$ cat src/rtl/mips_ctrl_pkg.sv
// Shared encodings for the multi-cycle MIPS controller: opcodes, funcs, states,
// datapath select values and the instruction classes produced by mc_decode.
package mips_ctrl_pkg;

   localparam logic [5:0] OP_RTYPE = 6'b000000;
   localparam logic [5:0] OP_LW    = 6'b100011;
   localparam logic [5:0] OP_SW    = 6'b101011;
   localparam logic [5:0] OP_BEQ   = 6'b000100;
   localparam logic [5:0] OP_LUI   = 6'b001111;
   localparam logic [5:0] OP_ORI   = 6'b001101;
   localparam logic [5:0] OP_JAL   = 6'b000011;
   localparam logic [5:0] OP_BLEZ  = 6'b000110;

   localparam logic [5:0] FN_ADDU = 6'b100001;
   localparam logic [5:0] FN_SUBU = 6'b100011;
   localparam logic [5:0] FN_JR   = 6'b001000;
   localparam logic [5:0] FN_SLL  = 6'b000000;

   localparam logic [2:0] ALU_OR   = 3'b001;
   localparam logic [2:0] ALU_ADD  = 3'b010;
   localparam logic [2:0] ALU_SUB  = 3'b011;
   localparam logic [2:0] ALU_SLL  = 3'b100;
   localparam logic [2:0] ALU_NONE = 3'b111;

   localparam logic [1:0] REGDST_RT = 2'b00;
   localparam logic [1:0] REGDST_RD = 2'b01;
   localparam logic [1:0] REGDST_RA = 2'b10;

   localparam logic [1:0] M2R_ALU = 2'b00;
   localparam logic [1:0] M2R_LUI = 2'b01;
   localparam logic [1:0] M2R_MEM = 2'b10;
   localparam logic [1:0] M2R_PC4 = 2'b11;

   localparam logic [1:0] PCSRC_SEQ = 2'b00;
   localparam logic [1:0] PCSRC_BR  = 2'b01;
   localparam logic [1:0] PCSRC_JMP = 2'b10;
   localparam logic [1:0] PCSRC_RS  = 2'b11;

   typedef enum logic [2:0] {
      ST_FETCH  = 3'd0,
      ST_DECODE = 3'd1,
      ST_EXEC   = 3'd2,
      ST_MEM    = 3'd3,
      ST_WB     = 3'd4,
      ST_TRAP   = 3'd7
   } state_t;

   typedef enum logic [3:0] {
      CL_ILLEGAL, CL_ADDU, CL_SUBU, CL_SLL, CL_JR, CL_LW,
      CL_SW, CL_BEQ, CL_BLEZ, CL_LUI, CL_ORI, CL_JAL
   } inst_class_t;

   function automatic logic [2:0] rtype_alu(input inst_class_t c);
      case (c)
         CL_SUBU: return ALU_SUB;
         CL_SLL:  return ALU_SLL;
         default: return ALU_ADD;
      endcase
   endfunction

endpackage

$ cat src/rtl/mc_decode.sv
// Combinational instruction classifier: op/func to instruction class plus a
// legal flag. Anything not recognised maps to CL_ILLEGAL.
module mc_decode
   import mips_ctrl_pkg::*;
(
   input  logic [5:0]  op,
   input  logic [5:0]  func,
   output inst_class_t iclass,
   output logic        legal
);

   always_comb begin
      iclass = CL_ILLEGAL;
      case (op)
         OP_RTYPE: begin
            case (func)
               FN_ADDU: iclass = CL_ADDU;
               FN_SUBU: iclass = CL_SUBU;
               FN_JR:   iclass = CL_JR;
               FN_SLL:  iclass = CL_SLL;
               default: iclass = CL_ILLEGAL;
            endcase
         end
         OP_LW:   iclass = CL_LW;
         OP_SW:   iclass = CL_SW;
         OP_BEQ:  iclass = CL_BEQ;
         OP_BLEZ: iclass = CL_BLEZ;
         OP_LUI:  iclass = CL_LUI;
         OP_ORI:  iclass = CL_ORI;
         OP_JAL:  iclass = CL_JAL;
         default: iclass = CL_ILLEGAL;
      endcase
   end

   assign legal = (iclass != CL_ILLEGAL);

endmodule

$ cat src/rtl/mc_controller.sv
// Multi-cycle main controller: steps each instruction through
// FETCH/DECODE/EXEC/MEM/WB and drives the datapath enables and selects.
module mc_controller
   import mips_ctrl_pkg::*;
(
   input  logic       clk,
   input  logic       reset_n,
   input  logic [5:0] op,
   input  logic [5:0] func,
   input  logic       zero,
   input  logic       lez,
   input  logic       dmem_ack,
   output logic       PCWrite,
   output logic [1:0] PCSrc,
   output logic       IRWrite,
   output logic       RegWrite,
   output logic [1:0] RegDst,
   output logic [1:0] MemtoReg,
   output logic       ALUSrc,
   output logic [2:0] ALUCtrl,
   output logic       ExtOp,
   output logic       dmem_req,
   output logic       dmem_we,
   output logic       retire,
   output logic       illegal,
   output logic [2:0] state
);

   state_t      state_q, state_d;
   inst_class_t iclass;
   logic        legal;

   mc_decode u_decode (
      .op     (op),
      .func   (func),
      .iclass (iclass),
      .legal  (legal)
   );

   always_ff @(posedge clk or negedge reset_n) begin
      if (!reset_n) state_q <= ST_FETCH;
      else          state_q <= state_d;
   end

   always_comb begin
      state_d = ST_TRAP;
      case (state_q)
         ST_FETCH:  state_d = ST_DECODE;
         ST_DECODE: begin
            if (!legal)                                    state_d = ST_TRAP;
            else if (iclass == CL_JAL || iclass == CL_JR)  state_d = ST_FETCH;
            else if (iclass == CL_LUI)                     state_d = ST_WB;
            else                                           state_d = ST_EXEC;
         end
         ST_EXEC: begin
            case (iclass)
               CL_ADDU, CL_SUBU, CL_SLL, CL_ORI: state_d = ST_WB;
               CL_LW, CL_SW:                     state_d = ST_MEM;
               CL_BEQ, CL_BLEZ:                  state_d = ST_FETCH;
               default:                          state_d = ST_TRAP;
            endcase
         end
         ST_MEM: begin
            if (!dmem_ack)            state_d = ST_MEM;
            else if (iclass == CL_SW) state_d = ST_FETCH;
            else                      state_d = ST_WB;
         end
         ST_WB:   state_d = ST_FETCH;
         default: state_d = ST_TRAP;
      endcase
   end

   // Outputs are forced low while reset is held, so the datapath sees no strobes.
   always_comb begin
      PCWrite  = 1'b0;
      PCSrc    = PCSRC_SEQ;
      IRWrite  = 1'b0;
      RegWrite = 1'b0;
      RegDst   = REGDST_RT;
      MemtoReg = M2R_ALU;
      ALUSrc   = 1'b0;
      ALUCtrl  = ALU_NONE;
      ExtOp    = 1'b0;
      dmem_req = 1'b0;
      dmem_we  = 1'b0;
      retire   = 1'b0;
      illegal  = 1'b0;
      case (state_q)
         ST_FETCH: begin
            IRWrite = 1'b1;
            PCWrite = 1'b1;
         end
         ST_DECODE: begin
            if (iclass == CL_JAL) begin
               PCWrite  = 1'b1;
               PCSrc    = PCSRC_JMP;
               RegWrite = 1'b1;
               RegDst   = REGDST_RA;
               MemtoReg = M2R_PC4;
               retire   = 1'b1;
            end else if (iclass == CL_JR) begin
               PCWrite = 1'b1;
               PCSrc   = PCSRC_RS;
               retire  = 1'b1;
            end
         end
         ST_EXEC: begin
            case (iclass)
               CL_ADDU, CL_SUBU, CL_SLL: ALUCtrl = rtype_alu(iclass);
               CL_ORI: begin
                  ALUCtrl = ALU_OR;
                  ALUSrc  = 1'b1;
                  ExtOp   = 1'b1;
               end
               CL_LW, CL_SW: begin
                  ALUCtrl = ALU_ADD;
                  ALUSrc  = 1'b1;
               end
               CL_BEQ, CL_BLEZ: begin
                  ALUCtrl = ALU_SUB;
                  PCSrc   = PCSRC_BR;
                  PCWrite = (iclass == CL_BEQ) ? zero : lez;
                  retire  = 1'b1;
               end
               default: ;
            endcase
         end
         ST_MEM: begin
            dmem_req = 1'b1;
            dmem_we  = (iclass == CL_SW);
            ALUCtrl  = ALU_ADD;
            ALUSrc   = 1'b1;
            // A store finishes in its ack cycle; gating on ack keeps stalled cycles retire-free.
            retire   = (iclass == CL_SW) && dmem_ack;
         end
         ST_WB: begin
            RegWrite = 1'b1;
            retire   = 1'b1;
            case (iclass)
               CL_ADDU, CL_SUBU, CL_SLL: begin
                  RegDst  = REGDST_RD;
                  ALUCtrl = rtype_alu(iclass);
               end
               CL_ORI: begin
                  ALUCtrl = ALU_OR;
                  ALUSrc  = 1'b1;
                  ExtOp   = 1'b1;
               end
               CL_LUI:  MemtoReg = M2R_LUI;
               CL_LW:   MemtoReg = M2R_MEM;
               default: ;
            endcase
         end
         ST_TRAP: illegal = 1'b1;
         default: ;
      endcase
      if (!reset_n) begin
         PCWrite  = 1'b0;
         PCSrc    = 2'b00;
         IRWrite  = 1'b0;
         RegWrite = 1'b0;
         RegDst   = 2'b00;
         MemtoReg = 2'b00;
         ALUSrc   = 1'b0;
         ALUCtrl  = 3'b000;
         ExtOp    = 1'b0;
         dmem_req = 1'b0;
         dmem_we  = 1'b0;
         retire   = 1'b0;
         illegal  = 1'b0;
      end
   end

   assign state = state_q;

endmodule

$ cat config.mk
export PLATFORM = sky130hd
export DESIGN_NAME = mc_controller
export DESIGN_NICKNAME = d
export VERILOG_FILES = /design/src/rtl/mips_ctrl_pkg.sv /design/src/rtl/mc_decode.sv /design/src/rtl/mc_controller.sv
export SDC_FILE = /design/constraint.sdc
export NUM_CORES = 1
export LEC_CHECK = 0
export ABC_AREA = 1
export BUFFER_PORTS_ARGS = -buffer_cell sky130_fd_sc_hd__buf_4
export CAP_MARGIN = 20
export CORE_MARGIN = 2
export CORE_UTILIZATION = 40
export CTS_CLUSTER_SIZE = 28
export DETAILED_ROUTE_END_ITERATION = 6
export GPL_ROUTABILITY_DRIVEN = 1
export PLACE_DENSITY_LB_ADDON = 0.25
export SLEW_MARGIN = 10
export SYNTH_ARGS = -nofsm -noshare
export SYNTH_HDL_FRONTEND = slang
export SYNTH_SLANG_ARGS = --single-unit
$ cat constraint.sdc
create_clock -name clk -period 1.63 [get_ports clk]
set_clock_uncertainty 0.05 [all_clocks]
set_input_delay 0.2445 -clock clk [delete_from_list [all_inputs] [get_ports clk]]
set_output_delay 0.2445 -clock clk [all_outputs]
set_load 0.02 [all_outputs]
==> qor.txt, run 1 <==
==========================================================================================
Syn Inst Count                                                                         154
Distinct cells, synth                                                                   23
Compound-Gate Fraction of Synth Area                                                13.98%
Total number of clock tree sinks                                                         3
IO Pins                                                                                 38
Longest Clk Path Bufs                                                                    2
Worst EP kind                                                                 top-level output
Last stage reached                                                            global routing
Flops & latches, synth                                                                   3
Area share of xor/xnor cells in the synthesized design                                  0%
Number of core rows                                                                     16
Effective utilization at floorplan                                                  41.93%
Synthesized area divided by synthesized cell count                             5.232 sq um
Top flip-flop cell by instance count after synthesis                               dfrtp_1
Status                                                                        stopped before the end
Mapped Nets                                                                            171
Yosys warnings                                                                           0
Maximum number of pins on one net before global-route repair                             8
Share of synthesized cell area in full adder, half adder and majority cells             0%
Log Error                                                                     [ERROR DPL-0038] Utilization greater than 100%, impossible to legalize
Cts bufs inserted                                                                        3
Combinational family with the most area after synthesis                       simple AND/OR/NAND/NOR gates
DP Area                                                                         1456 sq um
Cells after DPL                                                                        251
Port buffer count                                                                       37
Total number of H-tree levels                                                            1
Die H                                                                         48.88 microns
Register area share after synthesis                                                 9.317%
DPL Wire Length                                                               2388 microns
Most numerous cell types in the synthesized netlist                           36 x nand2_1, 28 x nor2_1, 26 x inv_1
Biggest area contributors in the synthesized netlist                          nand2_1 17%, nor2_1 13%, inv_1 12%
Number of synthesized flops with an enable pin                                           0
Dominant cell by count in the synthesized netlist                                  nand2_1
Multiplexer share of the synthesized area                                           1.398%
Die Wd                                                                        48.88 microns
Share of the synthesized area in the top cell type                                  16.77%
Buffer cell driving the clock tree root                                           clkbuf_4
Simple-gate share of the synthesized area                                           62.27%
Worst endpoint from the post-global-route timing repair                         ALUCtrl[2]
Final Wtd Congestion                                                                0.9031
Asr flop ratio synth                                                                100.0%
Post-Syn Area                                                                  805.8 sq um
Dominant cell type by area after synthesis                                         nand2_1
==========================================================================================
==> cells by family after synthesis <==
logic type,count (synthesis)
AO/OA/AOI/OAI,18
multiplexers,1
buffers and inverters,28
flip-flops,3
AND/OR/NAND/NOR,104
==> stage by stage <==
step	setup WS [ps]	setup TNS, ps	hold slack, ps
4_1_cts	-340.8	-3020	344.2
3_5_place_dp	-422.1	-2631	1.168
3_3_place_gp	-330.3	-2140	-1.192
2_1_floorplan	-84.05	-177.4	-101.1
==> repair_timing <==
item | 4_1_cts
resized for setup | 53
buffers inserted | 11
endpoints found under the setup margin | 18
pin swaps | 27
hold buffers | 1
endpoints found under the hold margin | 3
==> run 2: changes to the inputs <==
- CORE_AREA: not set -> 2 2 63 65
- CORE_MARGIN: 2 -> not set
- CORE_UTILIZATION: 40 -> not set
- CTS_CLUSTER_SIZE: 28 -> not set
- DIE_AREA: not set -> 0 0 65 67
- PLACE_DENSITY_LB_ADDON: 0.25 -> 0.15
==> qor.txt, run 2 <==
========================================================================================
Hold slack final                                                                368.5 ps
Final Wtd Congestion                                                              0.7822   -13%
Longest Clk Path Bufs                                                                  2   unchanged
Slowest Stage Delay on Critical Path                                              240 ps
Effective utilization at floorplan                                                22.35%   -20 points
Floorplan die area                                                            4355 sq um
Most numerous cell types in the synthesized netlist                         36 x nand2_1, 28 x nor2_1, 26 x inv_1
Cell Count, Final, Fillers Out                                                       303
Clock latency at the later pin of the worst-skew pair                             210 ps
DPL Wire Length                                                             2510 microns   +5.1%
Status                                                                      complete, but fails checks
Pwr Density                                                                 239.0 nW/um^2
Yosys warnings                                                                         0   unchanged
Antenna diode count                                                                    0
Cts bufs inserted                                                                      3   unchanged
Mapped Nets                                                                          171   unchanged
Destination of the worst register-to-register timing path                       state[0]
Sum of internal, switching and leakage power                                   0.5104 mW
Setup slack after layout                                                       -369.0 ps
Final wirelength                                                            3630 microns
Worst Reg-to-Reg Cells                                                                 9
Worst-case headroom to the max-slew limit                                         66.10%
Residual DRC count                                                                     0
Setup violations, final                                                               18
Number of antenna violations at the first check in global routing                      0
Worst path required time                                                         1340 ps
Port buffer count                                                                     37   unchanged
Most common cell after layout, fill and taps aside                                 buf_4
Top flip-flop cell by instance count after synthesis                             dfrtp_1
Unrepaired setup endpoints after global routing                                      yes
Series of cell instances along the critical path                            buf_6 > nor2_4 > nand3_4 > nor2_4 > nand2_2 > nand2_4 > nand3_4 > o21bai_4 > inv_1 > nand2_1 > nand2_2 > a21oi_4 > buf_6
Final count of pins violating max slew                                                 0
Total vias in the final route                                                      1,353
Type of the most critical hold path                                             in2async
Number of synthesized flops with an enable pin                                         0   unchanged
Synthesized area divided by synthesized cell count                           5.232 sq um   unchanged
CP max FO                                                                              4
Worst path bufs/invs                                                                   3
Failing checks                                                              negative setup slack
Layout Area Growth over Synthesis                                                 165.1%
Dominant cell type by area after synthesis                                       nand2_1
Startpoint of the lowest-slack register-to-register path                        state[1]
Maximum number of pins on one net before global-route repair                           9
Fraction of layout instances using a drive strength above 1                       76.08%
Reg-to-reg slack, setup                                                            80 ps
Share of the synthesized area in the top cell type                                16.77%   unchanged
Wire length of the first global-routing pass                                5554 microns
Die Wd                                                                        65 microns   +33%
Fin. Hold Viols                                                                        0
Buffer cell driving the clock tree root                                         clkbuf_8
Number of core rows                                                                   22   +6
Register area share after synthesis                                               9.317%   unchanged
Distinct cells, synth                                                                 23   unchanged
Setup TNS                                                                       -3896 ps
Asr flop ratio synth                                                              100.0%   unchanged
WL per Instance                                                             11.98 microns
Final Net Count                                                                      273
Min Clock Period, post-route                                                     1999 ps
Vias per std cell                                                                  4.465
Dominant cell by count in the synthesized netlist                                nand2_1
Cells after DPL                                                                      279   +11%
Fmax                                                                          0.5003 GHz
Pre-Repair DR Iteration Count                                                          4
Flip-flop count of the largest register, all copies and words added                    3
Worst setup EP type                                                         primary output
Number of global-route vias before repair                                          1,253
Post-Layout Inst Area                                                         2136 sq um
Startpoint type of the worst setup path                                     primary input
Post-Syn Area                                                                805.8 sq um   unchanged
Die H                                                                         67 microns   +37%
Total number of cells along the worst setup path                                      13
Maximum resistive drop on vdd                                                  0.1757 mV
Biggest area contributors in the synthesized netlist                        nand2_1 17%, nor2_1 13%, inv_1 12%
Number of nets with antenna violations after detailed routing                          0
Cell class contributing the biggest share of worst-path delay               simple AND/OR/NAND/NOR gates
TritonCTS clock tree                                                                done
Cell with the biggest individual delay on the critical path                       nor2_4
Syn Inst Count                                                                       154   unchanged
Total number of clock tree sinks                                                       3   unchanged
Leading cell types in the layout, fill and taps excluded                    70 x buf_4, 27 x buf_6, 21 x nand2_1
Data arrival time of the critical path                                           1700 ps
Type of the worst setup path                                                      in2out
Max-cap violations                                                                     0
Overflow left after global routing                                                     0
Tightest Pin Transition                                                         507.9 ps
DP Area                                                                       1535 sq um   +5.4%
Flops & latches, synth                                                                 3   unchanged
Reg clk slew, reported paths                                                       30 ps
Overall global routing resource usage                                             15.74%
Iteration-0 DRC count of the detailed router                                          21
Portion of the clock cycle consumed by the worst path in the final layout         122.6%
IO Pins                                                                               38   unchanged
Core Area                                                                     3606 sq um
Total number of H-tree levels                                                          1   unchanged
Leakage                                                                         1.062 nW
========================================================================================
-- run 2: cell counts after synthesis --
No cell type changed its count.
-- run 2: how the worst max path moves through the flow --
stage,start,endpoint
2_1_floorplan,op[5],ALUCtrl[2]
3_3_place_gp,op[5],PCWrite
3_5_place_dp,op[5],ALUCtrl[0]
4_1_cts,op[4],ALUCtrl[0]
5_1_grt,op[5],ALUCtrl[0]
6_report,op[2],ALUCtrl[0]
-- run 2: where the power goes --
part | total [mW] | internal, mW | switching, mW
Combinational | 0.227 | 0.108 | 0.118
Clock | 0.209 | 0.166 | 0.0426
Sequential | 0.0750 | 0.0750 | 0
Total | 0.510 | 0.350 | 0.161
-- run 2: timing repair --
item                                    in CTS  in global routing
resized for setup                           55                 59
gates cloned                                 0                  0
buffers inserted                            11                  9
hold buffers                                 1                  0
pin swaps                                   22                 25
endpoints found under the setup margin      16                 19
endpoints found under the hold margin        3                  0
-- run 2: cells by family (layout without fill, tap and decap cells) --
family | after synthesis | count (layout) | share of synthesized area, %
simple gates | 104 | 104 | 62.27
buf+inv | 28 | 129 | 13.04
compound gates | 18 | 18 | 13.98
flops | 3 | 3 | 9.317
mux | 1 | 1 | 1.397
-- run 2: final cells by class --
cell class | instances | area (sq um)
tap | 48 | 60.06
clock buffer | 4 | 45.04
inverter | 27 | 111.4
sequential | 3 | 78.83
multi-input combinational | 123 | 1001
timing repair buffer | 98 | 839.6
fill | 325 | 1470
-- run 2: per-layer routing --
layer	wire length (microns)	global-route usage (%)	part of all wire, %	vias up
met5	0	0	0	-
met2	1956	29.51	54	28
met3	113	0.6757	3.1	4
met1	1514	20.77	42	626
li1	-	-	-	695
met4	45	0.7979	1.2	0
-- run 2: through the flow --
stage / setup WS (ps) / utilization [%]
floorplan: -84.05 / -
global placement: -385.3 / 42.57
detailed placement: -409.8 / 42.57
CTS: -328.8 / 51.84
global route: -461.7 / 59.23
finish: -369.0 / 59.23
No activity file was read; power rests on OpenSTA's default activity.
